File: src/rtl/axi4_stream_byte_compact_pkg.sv
// Shared types and helpers for the AXI4-Stream byte compactor.
// Used with or without AXI4_STREAM_BYTE_COMPACT_STAT_EN.
package axi4_stream_compact_pkg;

    typedef enum logic {
        RUN_S,
        FLUSH_S
    } state_t;

    localparam int unsigned MAX_LANES = 128;

    // Low-aligned byte-enable mask with cnt bits set.
    function automatic logic [MAX_LANES-1:0] keep_mask(
        input int unsigned cnt
    );
        logic [MAX_LANES-1:0] m;
        m = '0;
        for (int unsigned i = 0; i < MAX_LANES; i++) begin
            if (i < cnt) begin
                m[i] = 1'b1;
            end
        end
        return m;
    endfunction

endpackage

File: src/rtl/axi4_stream_byte_compact_if.sv
// AXI4-Stream bundle with master/slave views.
// Widths follow the instantiating context.
interface axi4_stream_if #(
    parameter int DATA_WIDTH = 32,
    parameter int ID_WIDTH   = 1,
    parameter int DEST_WIDTH = 1,
    parameter int USER_WIDTH = 1
);

    localparam int KEEP_WIDTH = DATA_WIDTH / 8;

    logic                  tvalid;
    logic                  tready;
    logic [DATA_WIDTH-1:0] tdata;
    logic [KEEP_WIDTH-1:0] tkeep;
    logic [KEEP_WIDTH-1:0] tstrb;
    logic                  tlast;
    logic [ID_WIDTH-1:0]   tid;
    logic [DEST_WIDTH-1:0] tdest;
    logic [USER_WIDTH-1:0] tuser;

    modport master (
        output tvalid,
        output tdata,
        output tkeep,
        output tstrb,
        output tlast,
        output tid,
        output tdest,
        output tuser,
        input  tready
    );

    modport slave (
        input  tvalid,
        input  tdata,
        input  tkeep,
        input  tstrb,
        input  tlast,
        input  tid,
        input  tdest,
        input  tuser,
        output tready
    );

endinterface

File: src/rtl/axi4_stream_byte_pack.sv
// Combinational lane packer: gathers kept bytes in ascending
// lane order into the low lanes and reports how many there are.
module axi4_stream_byte_pack
    import axi4_stream_compact_pkg::*;
#(
    parameter  int DATA_WIDTH = 32,
    localparam int W          = DATA_WIDTH / 8,
    localparam int CW         = $clog2(W)
) (
    input  logic [DATA_WIDTH-1:0] data_i,
    input  logic [W-1:0]          keep_i,
    input  logic [W-1:0]          strb_i,
    output logic [DATA_WIDTH-1:0] data_o,
    output logic [W-1:0]          strb_o,
    output logic [CW:0]           cnt_o
);

    always_comb begin
        int unsigned k;
        k      = 0;
        data_o = '0;
        strb_o = '0;
        for (int unsigned i = 0; i < W; i++) begin
            if (keep_i[i]) begin
                data_o[k*8 +: 8] = data_i[i*8 +: 8];
                strb_o[k]        = strb_i[i];
                k                = k + 1;
            end
        end
        cnt_o = (CW+1)'(k);
    end

endmodule

File: src/rtl/axi4_stream_byte_compact.sv
// Drops null bytes from an AXI4-Stream packet and repacks LSB-aligned.
// Optional counters: define AXI4_STREAM_BYTE_COMPACT_STAT_EN.
module axi4_stream_byte_compact
    import axi4_stream_compact_pkg::*;
#(
    parameter int DATA_WIDTH = 32,
    parameter int ID_WIDTH   = 1,
    parameter int DEST_WIDTH = 1,
    parameter int USER_WIDTH = 1,
    parameter int STAT_WIDTH = 32
) (
    input  logic          clk_i,
    input  logic          rst_i,
    axi4_stream_if.slave  pkt_i,
    axi4_stream_if.master pkt_o
`ifdef AXI4_STREAM_BYTE_COMPACT_STAT_EN
    ,
    output logic [STAT_WIDTH-1:0] null_byte_cnt_o,
    output logic [STAT_WIDTH-1:0] pkt_cnt_o
`endif
);

    localparam int         W   = DATA_WIDTH / 8;
    localparam int         CW  = $clog2(W);
    localparam logic [CW:0] W_C = (CW+1)'(W);

    if (DATA_WIDTH % 8 != 0 || DATA_WIDTH < 16 || STAT_WIDTH <= CW) begin : g_cfg_check
        $error("axi4_stream_byte_compact: unsupported DATA_WIDTH/STAT_WIDTH");
    end

    state_t state_q, state_d;

    logic [DATA_WIDTH-1:0] p_data;
    logic [W-1:0]          p_strb;
    logic [CW:0]           p_cnt;

    logic [DATA_WIDTH-1:0] res_data_q, res_data_d;
    logic [W-1:0]          res_strb_q, res_strb_d;
    logic [CW-1:0]         res_cnt_q, res_cnt_d;

    logic [CW:0]             total;
    logic [2*DATA_WIDTH-1:0] c_data;
    logic [2*W-1:0]          c_strb;

    logic                  o_valid_q;
    logic [DATA_WIDTH-1:0] o_data_q;
    logic [W-1:0]          o_keep_q;
    logic [W-1:0]          o_strb_q;
    logic                  o_last_q;
    logic [ID_WIDTH-1:0]   o_id_q;
    logic [DEST_WIDTH-1:0] o_dest_q;
    logic [USER_WIDTH-1:0] o_user_q;

    logic                  out_free;
    logic                  in_ready;
    logic                  take;
    logic                  emit;
    logic                  load_side;
    logic [DATA_WIDTH-1:0] e_data;
    logic [W-1:0]          e_keep;
    logic [W-1:0]          e_strb;
    logic                  e_last;

    logic last_big;
    logic last_fit;
    logic word_full;
    logic word_part;

    axi4_stream_byte_pack #(
        .DATA_WIDTH (DATA_WIDTH)
    ) u_pack (
        .data_i (pkt_i.tdata),
        .keep_i (pkt_i.tkeep),
        .strb_i (pkt_i.tstrb),
        .data_o (p_data),
        .strb_o (p_strb),
        .cnt_o  (p_cnt)
    );

    assign out_free = !o_valid_q || pkt_o.tready;
    assign in_ready = (state_q == RUN_S) && out_free;
    assign take     = pkt_i.tvalid && in_ready;

    assign pkt_i.tready = in_ready;

    // Residue sits in the low lanes; the fresh packed bytes go right above it.
    assign total  = {1'b0, res_cnt_q} + p_cnt;
    assign c_data = {{DATA_WIDTH{1'b0}}, res_data_q}
                  | ({{DATA_WIDTH{1'b0}}, p_data} << {res_cnt_q, 3'b000});
    assign c_strb = {{W{1'b0}}, res_strb_q}
                  | ({{W{1'b0}}, p_strb} << res_cnt_q);

    assign last_big  =  pkt_i.tlast && (total >  W_C);
    assign last_fit  =  pkt_i.tlast && (total <= W_C);
    assign word_full = !pkt_i.tlast && (total >= W_C);
    assign word_part = !pkt_i.tlast && (total <  W_C);

    always_ff @(posedge clk_i) begin
        if (rst_i) begin
            state_q <= RUN_S;
        end else begin
            state_q <= state_d;
        end
    end

    always_comb begin
        state_d = state_q;
        unique case (state_q)
            RUN_S: begin
                if (take && last_big) begin
                    state_d = FLUSH_S;
                end
            end
            FLUSH_S: begin
                if (out_free) begin
                    state_d = RUN_S;
                end
            end
            default: state_d = RUN_S;
        endcase
    end

    always_comb begin
        emit       = 1'b0;
        load_side  = 1'b0;
        e_data     = c_data[DATA_WIDTH-1:0];
        e_strb     = c_strb[W-1:0];
        e_keep     = '1;
        e_last     = 1'b0;
        res_data_d = res_data_q;
        res_strb_d = res_strb_q;
        res_cnt_d  = res_cnt_q;
        unique case (state_q)
            RUN_S: begin
                if (take) begin
                    unique case (1'b1)
                        last_big, word_full: begin
                            emit       = 1'b1;
                            load_side  = 1'b1;
                            res_data_d = c_data[2*DATA_WIDTH-1:DATA_WIDTH];
                            res_strb_d = c_strb[2*W-1:W];
                            res_cnt_d  = CW'(total - W_C);
                        end
                        last_fit: begin
                            emit       = 1'b1;
                            load_side  = 1'b1;
                            e_keep     = W'(keep_mask(32'(total)));
                            e_last     = 1'b1;
                            res_data_d = '0;
                            res_strb_d = '0;
                            res_cnt_d  = '0;
                        end
                        word_part: begin
                            res_data_d = c_data[DATA_WIDTH-1:0];
                            res_strb_d = c_strb[W-1:0];
                            res_cnt_d  = CW'(total);
                        end
                        default: ;
                    endcase
                end
            end
            FLUSH_S: begin
                if (out_free) begin
                    emit       = 1'b1;
                    e_data     = res_data_q;
                    e_strb     = res_strb_q;
                    e_keep     = W'(keep_mask(32'(res_cnt_q)));
                    e_last     = 1'b1;
                    res_data_d = '0;
                    res_strb_d = '0;
                    res_cnt_d  = '0;
                end
            end
            default: ;
        endcase
    end

    always_ff @(posedge clk_i) begin
        if (rst_i) begin
            res_data_q <= '0;
            res_strb_q <= '0;
            res_cnt_q  <= '0;
            o_valid_q  <= 1'b0;
            o_data_q   <= '0;
            o_keep_q   <= '0;
            o_strb_q   <= '0;
            o_last_q   <= 1'b0;
            o_id_q     <= '0;
            o_dest_q   <= '0;
            o_user_q   <= '0;
        end else begin
            res_data_q <= res_data_d;
            res_strb_q <= res_strb_d;
            res_cnt_q  <= res_cnt_d;
            if (emit) begin
                o_valid_q <= 1'b1;
                o_data_q  <= e_data;
                o_keep_q  <= e_keep;
                o_strb_q  <= e_strb;
                o_last_q  <= e_last;
                // A flush word keeps the sideband of the tlast beat.
                if (load_side) begin
                    o_id_q   <= pkt_i.tid;
                    o_dest_q <= pkt_i.tdest;
                    o_user_q <= pkt_i.tuser;
                end
            end else if (pkt_o.tready) begin
                o_valid_q <= 1'b0;
            end
        end
    end

    assign pkt_o.tvalid = o_valid_q;
    assign pkt_o.tdata  = o_data_q;
    assign pkt_o.tkeep  = o_keep_q;
    assign pkt_o.tstrb  = o_strb_q;
    assign pkt_o.tlast  = o_last_q;
    assign pkt_o.tid    = o_id_q;
    assign pkt_o.tdest  = o_dest_q;
    assign pkt_o.tuser  = o_user_q;

`ifdef AXI4_STREAM_BYTE_COMPACT_STAT_EN
    logic [CW:0]         null_n;
    logic [STAT_WIDTH:0] null_sum;
    logic [STAT_WIDTH-1:0] null_cnt_q;
    logic [STAT_WIDTH-1:0] pkt_cnt_q;

    assign null_n   = W_C - p_cnt;
    assign null_sum = {1'b0, null_cnt_q} + (STAT_WIDTH+1)'(null_n);

    always_ff @(posedge clk_i) begin
        if (rst_i) begin
            null_cnt_q <= '0;
            pkt_cnt_q  <= '0;
        end else begin
            if (take) begin
                null_cnt_q <= null_sum[STAT_WIDTH] ? '1
                                                   : null_sum[STAT_WIDTH-1:0];
            end
            if (o_valid_q && pkt_o.tready && o_last_q && (pkt_cnt_q != '1)) begin
                pkt_cnt_q <= pkt_cnt_q + 1'b1;
            end
        end
    end

    assign null_byte_cnt_o = null_cnt_q;
    assign pkt_cnt_o       = pkt_cnt_q;
`endif

endmodule

File: src/flat_wrapper.sv
// flat-port wrapper written by rule: the top's interface ports become plain ports
module axi4_stream_byte_compact_flat import axi4_stream_compact_pkg::*;
#(
    parameter int DATA_WIDTH = 32,
    parameter int ID_WIDTH   = 1,
    parameter int DEST_WIDTH = 1,
    parameter int USER_WIDTH = 1,
    parameter int STAT_WIDTH = 32
)
  (clk_i, rst_i, pkt_i_tvalid, pkt_i_tdata, pkt_i_tkeep, pkt_i_tstrb, pkt_i_tlast, pkt_i_tid, pkt_i_tdest, pkt_i_tuser, pkt_i_tready, pkt_o_tvalid, pkt_o_tdata, pkt_o_tkeep, pkt_o_tstrb, pkt_o_tlast, pkt_o_tid, pkt_o_tdest, pkt_o_tuser, pkt_o_tready);
  axi4_stream_if #(.DATA_WIDTH(DATA_WIDTH), .ID_WIDTH(ID_WIDTH), .DEST_WIDTH(DEST_WIDTH), .USER_WIDTH(USER_WIDTH)) pkt_i_i ();
  axi4_stream_if #(.DATA_WIDTH(DATA_WIDTH), .ID_WIDTH(ID_WIDTH), .DEST_WIDTH(DEST_WIDTH), .USER_WIDTH(USER_WIDTH)) pkt_o_i ();
  input  logic clk_i;
  input  logic rst_i;
  input wire logic [$bits(pkt_i_i.tvalid)-1:0] pkt_i_tvalid;
  input wire logic [$bits(pkt_i_i.tdata)-1:0] pkt_i_tdata;
  input wire logic [$bits(pkt_i_i.tkeep)-1:0] pkt_i_tkeep;
  input wire logic [$bits(pkt_i_i.tstrb)-1:0] pkt_i_tstrb;
  input wire logic [$bits(pkt_i_i.tlast)-1:0] pkt_i_tlast;
  input wire logic [$bits(pkt_i_i.tid)-1:0] pkt_i_tid;
  input wire logic [$bits(pkt_i_i.tdest)-1:0] pkt_i_tdest;
  input wire logic [$bits(pkt_i_i.tuser)-1:0] pkt_i_tuser;
  output wire logic [$bits(pkt_i_i.tready)-1:0] pkt_i_tready;
  output wire logic [$bits(pkt_o_i.tvalid)-1:0] pkt_o_tvalid;
  output wire logic [$bits(pkt_o_i.tdata)-1:0] pkt_o_tdata;
  output wire logic [$bits(pkt_o_i.tkeep)-1:0] pkt_o_tkeep;
  output wire logic [$bits(pkt_o_i.tstrb)-1:0] pkt_o_tstrb;
  output wire logic [$bits(pkt_o_i.tlast)-1:0] pkt_o_tlast;
  output wire logic [$bits(pkt_o_i.tid)-1:0] pkt_o_tid;
  output wire logic [$bits(pkt_o_i.tdest)-1:0] pkt_o_tdest;
  output wire logic [$bits(pkt_o_i.tuser)-1:0] pkt_o_tuser;
  input wire logic [$bits(pkt_o_i.tready)-1:0] pkt_o_tready;
  assign pkt_i_i.tvalid = pkt_i_tvalid;
  assign pkt_i_i.tdata = pkt_i_tdata;
  assign pkt_i_i.tkeep = pkt_i_tkeep;
  assign pkt_i_i.tstrb = pkt_i_tstrb;
  assign pkt_i_i.tlast = pkt_i_tlast;
  assign pkt_i_i.tid = pkt_i_tid;
  assign pkt_i_i.tdest = pkt_i_tdest;
  assign pkt_i_i.tuser = pkt_i_tuser;
  assign pkt_i_tready = pkt_i_i.tready;
  assign pkt_o_tvalid = pkt_o_i.tvalid;
  assign pkt_o_tdata = pkt_o_i.tdata;
  assign pkt_o_tkeep = pkt_o_i.tkeep;
  assign pkt_o_tstrb = pkt_o_i.tstrb;
  assign pkt_o_tlast = pkt_o_i.tlast;
  assign pkt_o_tid = pkt_o_i.tid;
  assign pkt_o_tdest = pkt_o_i.tdest;
  assign pkt_o_tuser = pkt_o_i.tuser;
  assign pkt_o_i.tready = pkt_o_tready;
  axi4_stream_byte_compact #(.DATA_WIDTH(DATA_WIDTH), .ID_WIDTH(ID_WIDTH), .DEST_WIDTH(DEST_WIDTH), .USER_WIDTH(USER_WIDTH), .STAT_WIDTH(STAT_WIDTH)) u_core (.clk_i(clk_i), .rst_i(rst_i), .pkt_i(pkt_i_i), .pkt_o(pkt_o_i));
endmodule
File: config.mk
export PLATFORM = sky130hd
export DESIGN_NAME = axi4_stream_byte_compact_flat
export DESIGN_NICKNAME = d
export VERILOG_FILES = /design/src/rtl/axi4_stream_byte_compact_pkg.sv /design/src/rtl/axi4_stream_byte_compact_if.sv /design/src/rtl/axi4_stream_byte_pack.sv /design/src/rtl/axi4_stream_byte_compact.sv /design/src/flat_wrapper.sv
export SDC_FILE = /design/constraint.sdc
export NUM_CORES = 1
export LEC_CHECK = 0
export CORE_UTILIZATION = 45
export DETAILED_ROUTE_END_ITERATION = 10
export MAX_ROUTING_LAYER = met4
export PLACE_DENSITY = 0.69
export SYNTH_ARGS = -nofsm -noshare
export SYNTH_HDL_FRONTEND = slang
export SYNTH_SLANG_ARGS = --single-unit
File: constraint.sdc
create_clock -name clk_i -period 8.4 [get_ports clk_i]
set_input_delay 2.52 -clock clk_i [delete_from_list [all_inputs] [get_ports clk_i]]
set_output_delay 2.52 -clock clk_i [all_outputs]
set_load 0.005 [all_outputs]
---- Yosys cells after proc, flatten, opt, wreduce, memory -nomap -nowiden ----
Index checks and enable logic that the tools add are counted.
cells by class
  muxes and demuxes ....................... 64
  add/sub/neg operators ................... 8
  $lt $le $gt $ge ......................... 17
  bitwise gates (word level) .............. 3
  multipliers ............................. 0
  shift operators ......................... 8
  div/mod/pow operators ................... 0
  eq/ne operators ......................... 3
  reduce and logical (&&, ||, !) cells .... 18
operators by type and width
  operator                 count
  $mux 32                  9
  $neg 32->34              3
  $shift 8x34->32 const A  3
  $shiftx 8x34->32         3
  $bwmux 32                3
  $ge 32x1->1 const B      3
  $lt 32x3->1 const B      3
  $pmux 32 s3              1
  $add 32x1->32 const B    2
  $or 32x64->64            1
  $pmux 32 s2              1
  $shl 32x5->64            1
  $mux 4                   10
  $mux 1                   22
  $pmux 4 s2               2
  $bwmux 4                 3
  $pmux 4 s3               1
  $logic_and 1x1->1        10
  $mux 8                   1
  $or 4x8->8               1
  $shl 4x2->8              1
  $demux 1 s2              3
  $lt 1x3->1 const A       2
  $lt 2x3->1 const A       2
  25 further kinds         30
storage, ports and cells
  bits in latches ......................... 0
  memory bits (read-only) ................. 0
  RAM bits ................................ 0
  flip-flop bits (word level) ............. 84
  memories ................................ 0
  output and inout bits ................... 46

---- Logic depth before layout (Yosys ltp) ----
  depth after elaboration ................. 16
  depth in mapped cells ................... 17

---- By module ----
A second synthesis with hierarchy kept.
unflattened totals
  cells, all modules ...................... 677
  area total of the unflattened synthesis .. 5361.4 um^2
by module, submodules not included
  module                    cells each  times used  area each (um^2)
  axi4_stream_byte_compact  493         1           4181.5
  axi4_stream_byte_pack     184         1           1179.9

---- Worst setup path after synthesis ----
OpenSTA, ideal clock, no wires.
  kind .................................... in2reg
  start ................................... in pkt_i_tkeep[0]
  end ..................................... reg u_core.res_data_q[18]
  setup time .............................. 134 ps
  stages on the path ...................... 16
  arrival time ............................ 5754 ps
  path slack .............................. 2512 ps
  required time ........................... 8266 ps
  path buffers ............................ 5
  path through ............................ clkbuf_1 > buf_2 > inv_1 > fa_1 > buf_2 > nand2b_1 > nand3_1 > o21ai_0 > fa_1 > or3_1 > buf_2 > nand3_1 > buf_2 > nand2_1 > a221oi_1 > a211oi_1
on the way
  word-level cells in the longest chain between the ends .. 14
  elaborated cells between the ends (all ways) .. 40
  those cells by class .................... add/sub: 7; order compare: 4; eq/ne: 1; shift: 7; mux: 14; bitwise: 1; reduce/logical: 6
ends and longest elaborated chain
  item                                                     line                                                         RTL
  from (decl)                                              flat_wrapper.sv:17                                           input wire logic [$bits(pkt_i_i.tkeep)-1:0] pkt_i_tkeep;
  $mux 1                                                   axi4_stream_byte_pack.sv:24                                  if (keep_i[i]) begin
  $add 32x1->32 / $neg 32->34 (equally long branches)      axi4_stream_byte_pack.sv:27, axi4_stream_byte_pack.sv:25
  $mux 32, or another cell as far along                    axi4_stream_byte_pack.sv:24
  $add 32x1->32, or another cell as far along              axi4_stream_byte_pack.sv:27                                  k = k + 1;
  $mux 32, or another cell as far along                    axi4_stream_byte_pack.sv:24
  $neg 32->34, or another cell as far along                axi4_stream_byte_pack.sv:25                                  data_o[k*8 +: 8] = data_i[i*8 +: 8];
  $shiftx 8x34->32, or another cell as far along           axi4_stream_byte_pack.sv:25
  $bwmux 32 / $add 2x3->3 (equally long branches)          axi4_stream_byte_pack.sv:25, axi4_stream_byte_compact.sv:87
  $mux 32, or another cell as far along                    axi4_stream_byte_pack.sv:24
  $shl 32x5->64, or another cell as far along              axi4_stream_byte_compact.sv:89                               | ({{DATA_WIDTH{1'b0}}, p_data} << {res_cnt_q, 3'b000});
  $or 32x64->64 / $reduce_or 2->1 (equally long branches)  n/a
  $pmux 32 s3                                              axi4_stream_byte_compact.sv:136                              unique case (1'b1)
  $mux 32                                                  axi4_stream_byte_compact.sv:135                              if (take) begin
  $pmux 32 s2                                              axi4_stream_byte_compact.sv:133                              unique case (state_q)
  to (signal assigned)                                     axi4_stream_byte_compact.sv:192                              res_data_q <= res_data_d;
  to (decl)                                                axi4_stream_byte_compact.sv:37                               logic [DATA_WIDTH-1:0] res_data_q, res_data_d;
Parallel ways exist; a longest one is shown, timed or not. The select of a mux whose other input is x is not followed.
A chain may end at the register's enable or synchronous reset.

---- Final worst setup path ----
Same ends and word-level chain as after synthesis.

==> impl_results.html <==
<table>
<tr><th>Metric</th><th>Value</th></tr>
<tr><th colspan="2">Worst setup path</th></tr>
<tr><td>Highest cell delay on the worst timing path</td><td>between 900 and 1000 ps</td></tr>
<tr><td>Count of buffer and inverter cells on the critical path</td><td>3</td></tr>
<tr><td>Worst-case register-to-register setup slack</td><td>4810 ps</td></tr>
<tr><td>Data arrival time at the worst-slack endpoint</td><td>around 7000 ps</td></tr>
<tr><td>CP Capture Type</td><td>flip-flop</td></tr>
<tr><td>Setup Crit Path Kind</td><td>input port to flip-flop</td></tr>
<tr><td>CP Launch Type</td><td>input port</td></tr>
<tr><td>Most numerous cell on the critical path</td><td>fa_1</td></tr>
<tr><td>Endpoint required time on the critical path</td><td>roughly 8600 ps</td></tr>
<tr><td>Crit-path cells</td><td>clkdlybuf4s50_1 &gt; inv_1 &gt; fa_1 &gt; nand2b_1 &gt; o21ai_0 &gt; fa_1 &gt; or3_1 &gt; nand3_1 &gt; buf_4 &gt; nand2_1 &gt; a221oi_1 &gt; a211oi_1</td></tr>
<tr><td>Crit path max-delay family</td><td>buffers and inverters</td></tr>
<tr><td>Highest fanout seen on the critical path</td><td>23</td></tr>
<tr><td>Critical-path cell with the highest stage delay</td><td>clkdlybuf4s50_1</td></tr>
<tr><th colspan="2">Synthesis</th></tr>
<tr><td>Area fraction in compound gates after synthesis</td><td>32.88%</td></tr>
<tr><td>Simple-Gate Fraction of Synth Area</td><td>a little under a fifth</td></tr>
<tr><td>Sequential share of the synthesized area</td><td>about 29%</td></tr>
<tr><td>Share of the synthesized area in the top cell type</td><td>28.82%</td></tr>
<tr><td>Synth async-reset ratio</td><td>0%</td></tr>
<tr><td>Syn Area/Cell</td><td>~8.1 um2</td></tr>
<tr><td>Leading register cell type out of synthesis</td><td>dfxtp_1</td></tr>
<tr><td>Post-synthesis sequential element count</td><td>84</td></tr>
<tr><td>Post-synthesis cell count</td><td>between 700 and 800</td></tr>
<tr><td>Distinct cells, synth</td><td>75</td></tr>
<tr><td>Yosys Warn Count</td><td>0</td></tr>
<tr><td>Net count after synthesis</td><td>~800</td></tr>
<tr><td>Multiplexer fraction of the synthesized cell area</td><td>11.00%</td></tr>
<tr><td>Combinational family with the most area after synthesis</td><td>compound AO/OA/AOI/OAI gates</td></tr>
<tr><td>Xor/xnor share of the synthesized area</td><td>less than 1%</td></tr>
<tr><td>Number of enable-type register cells in the synthesized netlist</td><td>0</td></tr>
<tr><td>Top area cells in the synthesized netlist</td><td>dfxtp_1 (29%), mux2i_1 (6.7%), a21oi_1 (4.9%)</td></tr>
<tr><td>Netlist area before placement</td><td>about 6000 um2</td></tr>
<tr><td>Share of synthesized cell area in full adder, half adder and majority cells</td><td>around 2.2%</td></tr>
<tr><td>Cell taking the most area after synthesis</td><td>dfxtp_1</td></tr>
<tr><th colspan="2">Placement</th></tr>
<tr><td>Dpl cells</td><td>938</td></tr>
<tr><td>Placement Setup Slack</td><td>between 1000 and 1500 ps</td></tr>
<tr><td>Dpl hpwl</td><td>between 15 and 20 mm</td></tr>
<tr><td>Number of port buffers</td><td>93</td></tr>
<tr><td>Placer congestion estimate</td><td>about 0.96</td></tr>
<tr><th colspan="2">STA</th></tr>
<tr><td>Highest Clock Rate</td><td>142.7 MHz</td></tr>
<tr><td>Final setup fails</td><td>0</td></tr>
<tr><td>Tightest slew margin relative to the limit</td><td>between 30 and 40%</td></tr>
<tr><td>Clock tree skew after final layout</td><td>about 3.8 ps</td></tr>
<tr><td>Max-slew violation count</td><td>0</td></tr>
<tr><td>Total negative slack for setup checks</td><td>0 ps</td></tr>
<tr><td>Min Clock Period, post-route</td><td>between 7000 and 8000 ps</td></tr>
<tr><td>Fraction of the cycle the final worst path needs</td><td>a little over four fifths</td></tr>
<tr><td>Minimum setup slack in the final design</td><td>about 1400 ps</td></tr>
<tr><td>Setup repair after global routing missed its margin</td><td>false</td></tr>
<tr><td>Final Hold Violating Endpoints</td><td>0</td></tr>
<tr><td>Hold_ws</td><td>about 450 ps</td></tr>
<tr><td>Slew at the pin with the worst max-slew slack</td><td>1026 ps</td></tr>
<tr><th colspan="2">Flow run</th></tr>
<tr><td>Reported max-cap violation count</td><td>0</td></tr>
<tr><th colspan="2">GRT</th></tr>
<tr><td>Maximum number of pins on one net before global-route repair</td><td>62</td></tr>
<tr><td>Number of global-route vias before repair</td><td>5,922</td></tr>
<tr><td>Wire length of the first global-routing pass</td><td>around 33 mm</td></tr>
<tr><td>Antenna violations before repair</td><td>0</td></tr>
<tr><td>Overall routing resource usage</td><td>32.88%</td></tr>
<tr><td>Total congestion overflow after global routing</td><td>0</td></tr>
<tr><th colspan="2">Clocking</th></tr>
<tr><td>CTS Root Buffer Type</td><td>clkbuf_16</td></tr>
<tr><td>CTS max path bufs</td><td>2</td></tr>
<tr><td>Source-to-sink clock delay at the later pin of the worst-skew pair</td><td>340 ps</td></tr>
<tr><td>Clk pin slew, worst setup/hold paths</td><td>approximately 60 ps</td></tr>
<tr><td>Number of H-tree levels</td><td>3</td></tr>
<tr><td>Clock tree from TritonCTS</td><td>yes</td></tr>
<tr><td>Hold bufs inserted after CTS</td><td>0</td></tr>
<tr><td>Number of gates given a new drive strength after cts</td><td>0</td></tr>
<tr><td>Total setup buffers inserted after CTS</td><td>0</td></tr>
<tr><td>Total clock buffers created by CTS</td><td>9</td></tr>
<tr><td>Number of sinks handled by clock tree synthesis</td><td>84</td></tr>
<tr><th colspan="2">Power and ir drop</th></tr>
<tr><td>Portion of total power attributed to combinational logic</td><td>~33%</td></tr>
<tr><td>Maximum vdd drop</td><td>about 120 uV</td></tr>
<tr><td>Switching power</td><td>roughly 440 uW</td></tr>
<tr><td>Relative contribution of sequential cells to total power</td><td>approximately 34%</td></tr>
<tr><td>P per Cell Area</td><td>between 150 and 200 nW/um2</td></tr>
<tr><td>Part of the power in the clock network</td><td>between 30% and 40%</td></tr>
<tr><td>Leakage power figure</td><td>between 0.002 and 0.003 uW</td></tr>
<tr><td>Switching fraction of total power</td><td>33.14%</td></tr>
<tr><td>Internal power of the cells</td><td>roughly 890 uW</td></tr>
<tr><th colspan="2">Finish</th></tr>
<tr><td>Leading cell types in the layout, fill and taps excluded</td><td>clkdlybuf4s50_1 (92), dfxtp_1 (84), nor2_1 (61), nand2_1 (58), a21oi_1 (57)</td></tr>
<tr><td># diodes</td><td>0</td></tr>
<tr><td>Area used by multi-input combinational logic</td><td>roughly 3800 um2</td></tr>
<tr><td>Final std cells w/o fill</td><td>between 900 and 1,000</td></tr>
<tr><td>Share of cells above drive strength 1</td><td>between 7 and 8%</td></tr>
<tr><td>Layout overhead on the synthesized area</td><td>21.77%</td></tr>
<tr><td>Utilization of the core after routing</td><td>between 50% and 60%</td></tr>
<tr><td>Fill cell instance count of the final layout</td><td>between 1,000 and 1,500</td></tr>
<tr><td>Area taken by flip-flops and latches</td><td>1682 um2</td></tr>
<tr><td>Final #Nets</td><td>roughly 830</td></tr>
<tr><td>Most common cell after layout, fill and taps aside</td><td>clkdlybuf4s50_1</td></tr>
<tr><th colspan="2">Route</th></tr>
<tr><td>Length of the first detailed-routing pass in iterations</td><td>5</td></tr>
<tr><td>Routed Antenna Nets</td><td>0</td></tr>
<tr><td>Remaining design rule violation count</td><td>0</td></tr>
<tr><td>Detailed Route Iter0 Violations</td><td>664</td></tr>
<tr><td>Via count</td><td>around 6,300</td></tr>
<tr><td>Routed WL per cell</td><td>around 22 um</td></tr>
<tr><td>Detailed Route WL</td><td>20.99 mm</td></tr>
<tr><td>Via count normalized by instance count</td><td>6.561</td></tr>
<tr><th colspan="2">Die</th></tr>
<tr><td>Effective utilization at floorplan</td><td>46.23%</td></tr>
<tr><td>Placeable core area</td><td>~13,000 um2</td></tr>
<tr><td>Chip Width</td><td>~120 um</td></tr>
<tr><td>Die Footprint</td><td>about 13,000 um2</td></tr>
<tr><td>Chip height</td><td>115.9 um</td></tr>
<tr><td>Row count</td><td>41</td></tr>
<tr><td>Top-level port count</td><td>94</td></tr>
<tr><th colspan="2">Min path</th></tr>
<tr><td>Worst min path class</td><td>flip-flop to flip-flop</td></tr>
<tr><th colspan="2">Outcome</th></tr>
<tr><td>Run status</td><td>finished, final reports clean</td></tr>
</table>
==> routing by layer <==
metal	track usage [%]	share of wire [%]
met5	-	0
met2	51.35	47
met1	42.41	42
met4	14.36	4.1
met3	4.341	6.8
==> layout make-up <==
type	instances	area share (%)
clock buffer	11	3.558
timing repair buffer	101	13.88
inverter	21	1.110
clock inverter	4	1.021
sequential	84	23.67
multi-input combinational	560	53.73
tap	172	3.029
==> power by group through the flow <==
stage | clock network, uW | logic, uW | registers, uW
5_1_grt | 453 | 469 | 460
6_report | 434 | 436 | 457
4_1_cts | 436 | 427 | 456
3_3_place_gp | 0 | 420 | 463
2_1_floorplan | 0 | 265 | 462
3_5_place_dp | 0 | 424 | 464
==> state kept, by name (all words and copies together) (netlist names) <==
name                 cells
u_core.pkt_o.tdata      32
u_core.res_data_q       32
u_core.pkt_o.tkeep       4
u_core.pkt_o.tstrb       4
u_core.res_strb_q        4
u_core.res_cnt_q         2
u_core.pkt_o.tdest       1
u_core.pkt_o.tid         1
u_core.pkt_o.tlast       1
u_core.pkt_o.tuser       1
u_core.pkt_o.tvalid      1
u_core.state_q           1
==> tightest hold or removal path, stage by stage, from the launching register on <==
cell and delay, ps:
dfxtp_1 310, nand2_1 50, o21ai_1 50
==> kinds of logic (layout without fill, tap and decap cells) <==
family | count (synthesis) | after routing
compound gates | 263 | 263
simple gates | 227 | 227
flops | 84 | 84
buf+inv | 79 | 137
mux | 60 | 60
fa+ha+maj | 9 | 9
xor+xnor | 1 | 1
==> final timing paths <==
| check | cells past startpoint | startpoint | endpoint |
|---|---|---|---|
| min | 2 | u_core.res_data_q[30] | u_core.res_data_q[30] |
| max | 12 | pkt_i_tkeep[0] | u_core.res_data_q[18] |
| min reg2reg | 2 | u_core.res_data_q[30] | u_core.res_data_q[30] |
| max reg2reg | 9 | u_core.res_cnt_q[1] | u_core.res_data_q[18] |
==> Yosys cell counts, types with 3 or more instances <==
library cell   n
nand2b_1       6
a22oi_1        5
buf_2         19
and3b_1        3
ha_1           7
nor2b_1       15
a2bb2oi_1      9
nand3_1       11
a21oi_1       57
o221ai_1      12
o22ai_1       14
a32o_1         8
o32a_1         4
mux2i_1       39
nor3_1        32
nand2_1       58
o22a_1         3
and3_1         9
o32ai_1       12
a2111oi_0      3
a221oi_1      16
mux2_2        18
and2_1        16
a22o_1         6
o31ai_1        5
or3_1          3
clkbuf_1      30
nor2_1        61
o21a_1         4
a211oi_1      34
buf_4          6
a21o_1         9
o21ai_1       12
dfxtp_1       84
o21ai_0       17
o211ai_1       9
inv_1         20
buf_1          3
==> through the flow <==
stage	power (uW)	area, um2
4_1_cts	1320	7104
5_1_grt	1382	7104
6_report	1326	7104
3_3_place_gp	883.1	6779
3_5_place_dp	888.9	6779
2_1_floorplan	727.1	5834
Note: power is estimated with default switching activity, not from simulation.
==> variant, RTL diff (config.mk and constraints unchanged) <==
`res_data_q` no longer has a reset.
--- a/src/rtl/axi4_stream_byte_compact.sv
+++ b/src/rtl/axi4_stream_byte_compact.sv
@@ -177,7 +177,6 @@
 
     always_ff @(posedge clk_i) begin
         if (rst_i) begin
-            res_data_q <= '0;
             res_strb_q <= '0;
             res_cnt_q  <= '0;
             o_valid_q  <= 1'b0;
@@ -189,7 +188,6 @@
             o_dest_q   <= '0;
             o_user_q   <= '0;
         end else begin
-            res_data_q <= res_data_d;
             res_strb_q <= res_strb_d;
             res_cnt_q  <= res_cnt_d;
             if (emit) begin
@@ -210,6 +208,10 @@
         end
     end
 
+    always_ff @(posedge clk_i) begin
+        res_data_q <= res_data_d;
+    end
+
     assign pkt_o.tvalid = o_valid_q;
     assign pkt_o.tdata  = o_data_q;
     assign pkt_o.tkeep  = o_keep_q;
Behaviour: not the same (Yosys sat finds a counterexample within 4 cycles, from zero or initial values and one cycle with rst_i high).
==> variant against the original RTL <==
  * Sequential cell count unchanged
  * Sequential share of layout area increased by 5.5 points
  * Power decreased by 1.6%
  * Die area decreased by 3.0%
  * Non-clock buffer count increased by 1
  * Hold slack improved by 0.030 ns
  * Critical path depth increased by 1
  * Area after synthesis decreased by 3.1%
  * Worst setup slack got worse by 0.0064 ns
  * Wire length decreased by 12%
  * Fmax about the same
  * Cell area decreased by 3.4%
  * Cell count decreased by 4.1%
  * Critical path type unchanged
  * Largest power group unchanged
  * Highest routed layer unchanged
==> variant: results (changes against the original RTL) <==
stage	metric	value	unit	change
synthesis	synth_fa_ha_area_share	2.92	%	+0.73 points
detailed_routing	vias_per_cell	6.25		-4.8%
power	max-vdd-ir-drop	0.000125	V	+0.35%
cells_and_area	nFillCells	1158		-4.6%
clock_network	clk_pin_slew	0.06	ns	about the same
placement	dp.cells	898		-4.3%
grt	gr-total-overflow	0		unchanged
synthesis	syn_area_per_cell	8.30	um2	+2.9%
grt	grtUsageTotal	29.6	%	-3.3 points
clock_network	htreeDepth	3		unchanged
clock_network	clk_latency	0.34	ns	about the same
grt	grt_antenna_before_repair	0		unchanged
synthesis	synthMuxAreaShare	3.45	%	-7.5 points
worst_setup_path	critPathArrivalTime	7.23	ns	+0.03 ns
placement	detailed_place_hpwl	13.2	mm	-12%
grt	grt_start_max_net_pins	64		+3.2%
clock_network	clk_path_buf_depth	2		unchanged
worst_setup_path	cp_slowest_cell	clkdlybuf4s50_1		
timing	skew	0.00459	ns	+0.000794 ns
outcome	status	finished clean		
synthesis	synth_edf_count	32		+32
cells_and_area	drive_above_1_share	7.24	%	-0.32 points
worst_setup_path	path_delay_family	adder cells		
synthesis	synthArstFlopShare	0	%	unchanged
timing	worstMarginPinSlew	1.07	ns	+0.0490 ns
clock_network	cts_resized	0		unchanged
clock_network	root_buffer	clkbuf_16		
detailed_routing	wl_per_cell	20.1	um	-8.7%
grt	grt_pass1_wl	28.7	mm	-12%
detailed_routing	dr.pass1.iters	6		+1
flow_run	maxCapViolCount	0		unchanged
synthesis	synth.top_cells.by_area	dfxtp_1 18%, edfxtp_1 17%, nor2_1 5.5%		
placement	dpl-instance-area	0.00659	mm2	-2.8%
detailed_routing	drt_iter0_drc	588		-11%
die	start_util	46.7	%	+0.45 points
detailed_routing	wirelength	18.4	mm	-12%
synthesis	synth-xor-area-share	0.155	%	+0.0048 points
placement	portBuffers	93		unchanged
synthesis	yosysWarnings	0		unchanged
grt	grt_pass1_vias	5274		-11%
power	power_leakage	2.51	nW	-5.9%
synthesis	yosysSeqAreaShare	35.4	%	+6.6 points
placement	gp_congestion	0.906		-5.9%
synthesis	ys_types	76		+1.3%
synthesis	syn_nets	741		-5.0%
cells_and_area	layout.nets	801		-4.0%
synthesis	synth_compound_area_share	30.0	%	-2.9 points
worst_setup_path	cp_slowest_stage_delay	0.80	ns	-0.11 ns
hold_path	hold_path.class	register to register		
synthesis	synth.cells.most_frequent	83 x nor2_1, 80 x nand2_1, 52 x dfxtp_1		
clock_network	cts_made_buffers	9		unchanged
cells_and_area	diodes	0		unchanged
clock_network	cts_setup_buffers	0		unchanged
worst_setup_path	critPathMaxFanout	24		+4.3%
## variant: cell count changes in the layout (fill, tap and decap cells not counted), sizes merged, moves of 21 or more
| cell | delta |
|---|---|
| a211oi | -22 |
| nor2 | +24 |
| nand2 | +21 |
| a21oi | -25 |
| mux2i | -24 |
| edfxtp | +32 |
| dfxtp | -32 |
| o21ai | +26 |
## variant: report_power, final
| group | internal (mW) | switching [mW] | total, mW | leakage, nW |
|---|---|---|---|---|
| Clock | 0.209 | 0.162 | 0.371 | 0.131 |
| Sequential | 0.482 | 0.0311 | 0.513 | 0.751 |
| Combinational | 0.175 | 0.246 | 0.421 | 1.63 |
## variant: path summary, 6_finish.rpt
check	cells past startpoint	slack [ns]	from	end
max	13	1.39	pkt_i_tkeep[1]	u_core.pkt_o.tkeep[2]$_SDFFE_PP0P_
min	2	0.48	u_core.pkt_o.tdata[10]$_SDFFE_PP0P_	u_core.pkt_o.tdata[10]$_SDFFE_PP0P_
max reg2reg	7	5.55	u_core.res_cnt_q[0]$_SDFFE_PP0P_	u_core.res_data_q[16]$_SDFFCE_PP0P_
min reg2reg	2	0.48	u_core.pkt_o.tdata[10]$_SDFFE_PP0P_	u_core.pkt_o.tdata[10]$_SDFFE_PP0P_
## variant: through the flow
stage	utilization (%)	setup WS, ns	power, mW
2_1_floorplan	-	2.35	0.776
3_3_place_gp	54.4	1.33	0.929
3_5_place_dp	54.4	1.10	0.933
4_1_cts	56.6	1.42	1.30
5_1_grt	56.6	1.00	1.37
6_report	56.6	1.39	1.31
## variant: final cells by class
cell class              count  share of cell area, %
well taps                 168                   3.06
repair buffers            102                   14.5
multi-input cells         524                   48.2
clock buffers              13                   3.65
inverters                  20                   1.09
clock inverters             3                  0.292
flip-flops and latches     84                   29.2
## variant: metal layers
| metal | GRT usage (%) | share of wire (%) | vias up | routed length (um) |
|---|---|---|---|---|
| met5 | - | 0 | - | 0 |
| li1 | - | - | 2684 | - |
| met2 | 46.7 | 47 | 285 | 8660 |
| met1 | 38.5 | 43 | 2709 | 7860 |
| met4 | 9.52 | 2.7 | 0 | 501 |
| met3 | 5.24 | 7.4 | 32 | 1360 |
## variant: cell families (layout without fill, tap and decap cells)
logic type                 Yosys count  in the layout
xor gates and xnor gates             1              1
DFF                                 84             84
muxes                               19             19
adders and majority gates           12             12
AOI/OAI and AO/OA                  237            237
and+or+nand+nor                    255            255
buffers and inverters               73            138
## variant: worst register-to-register path, stage by stage (launching register included)
cell      delay, ns
dfxtp_1        0.33
buf_4          0.39
inv_1          0.47
mux2i_1        0.30
nor2_2         0.12
a221o_1        0.43
a211oi_2       0.39
o21ai_0        0.14
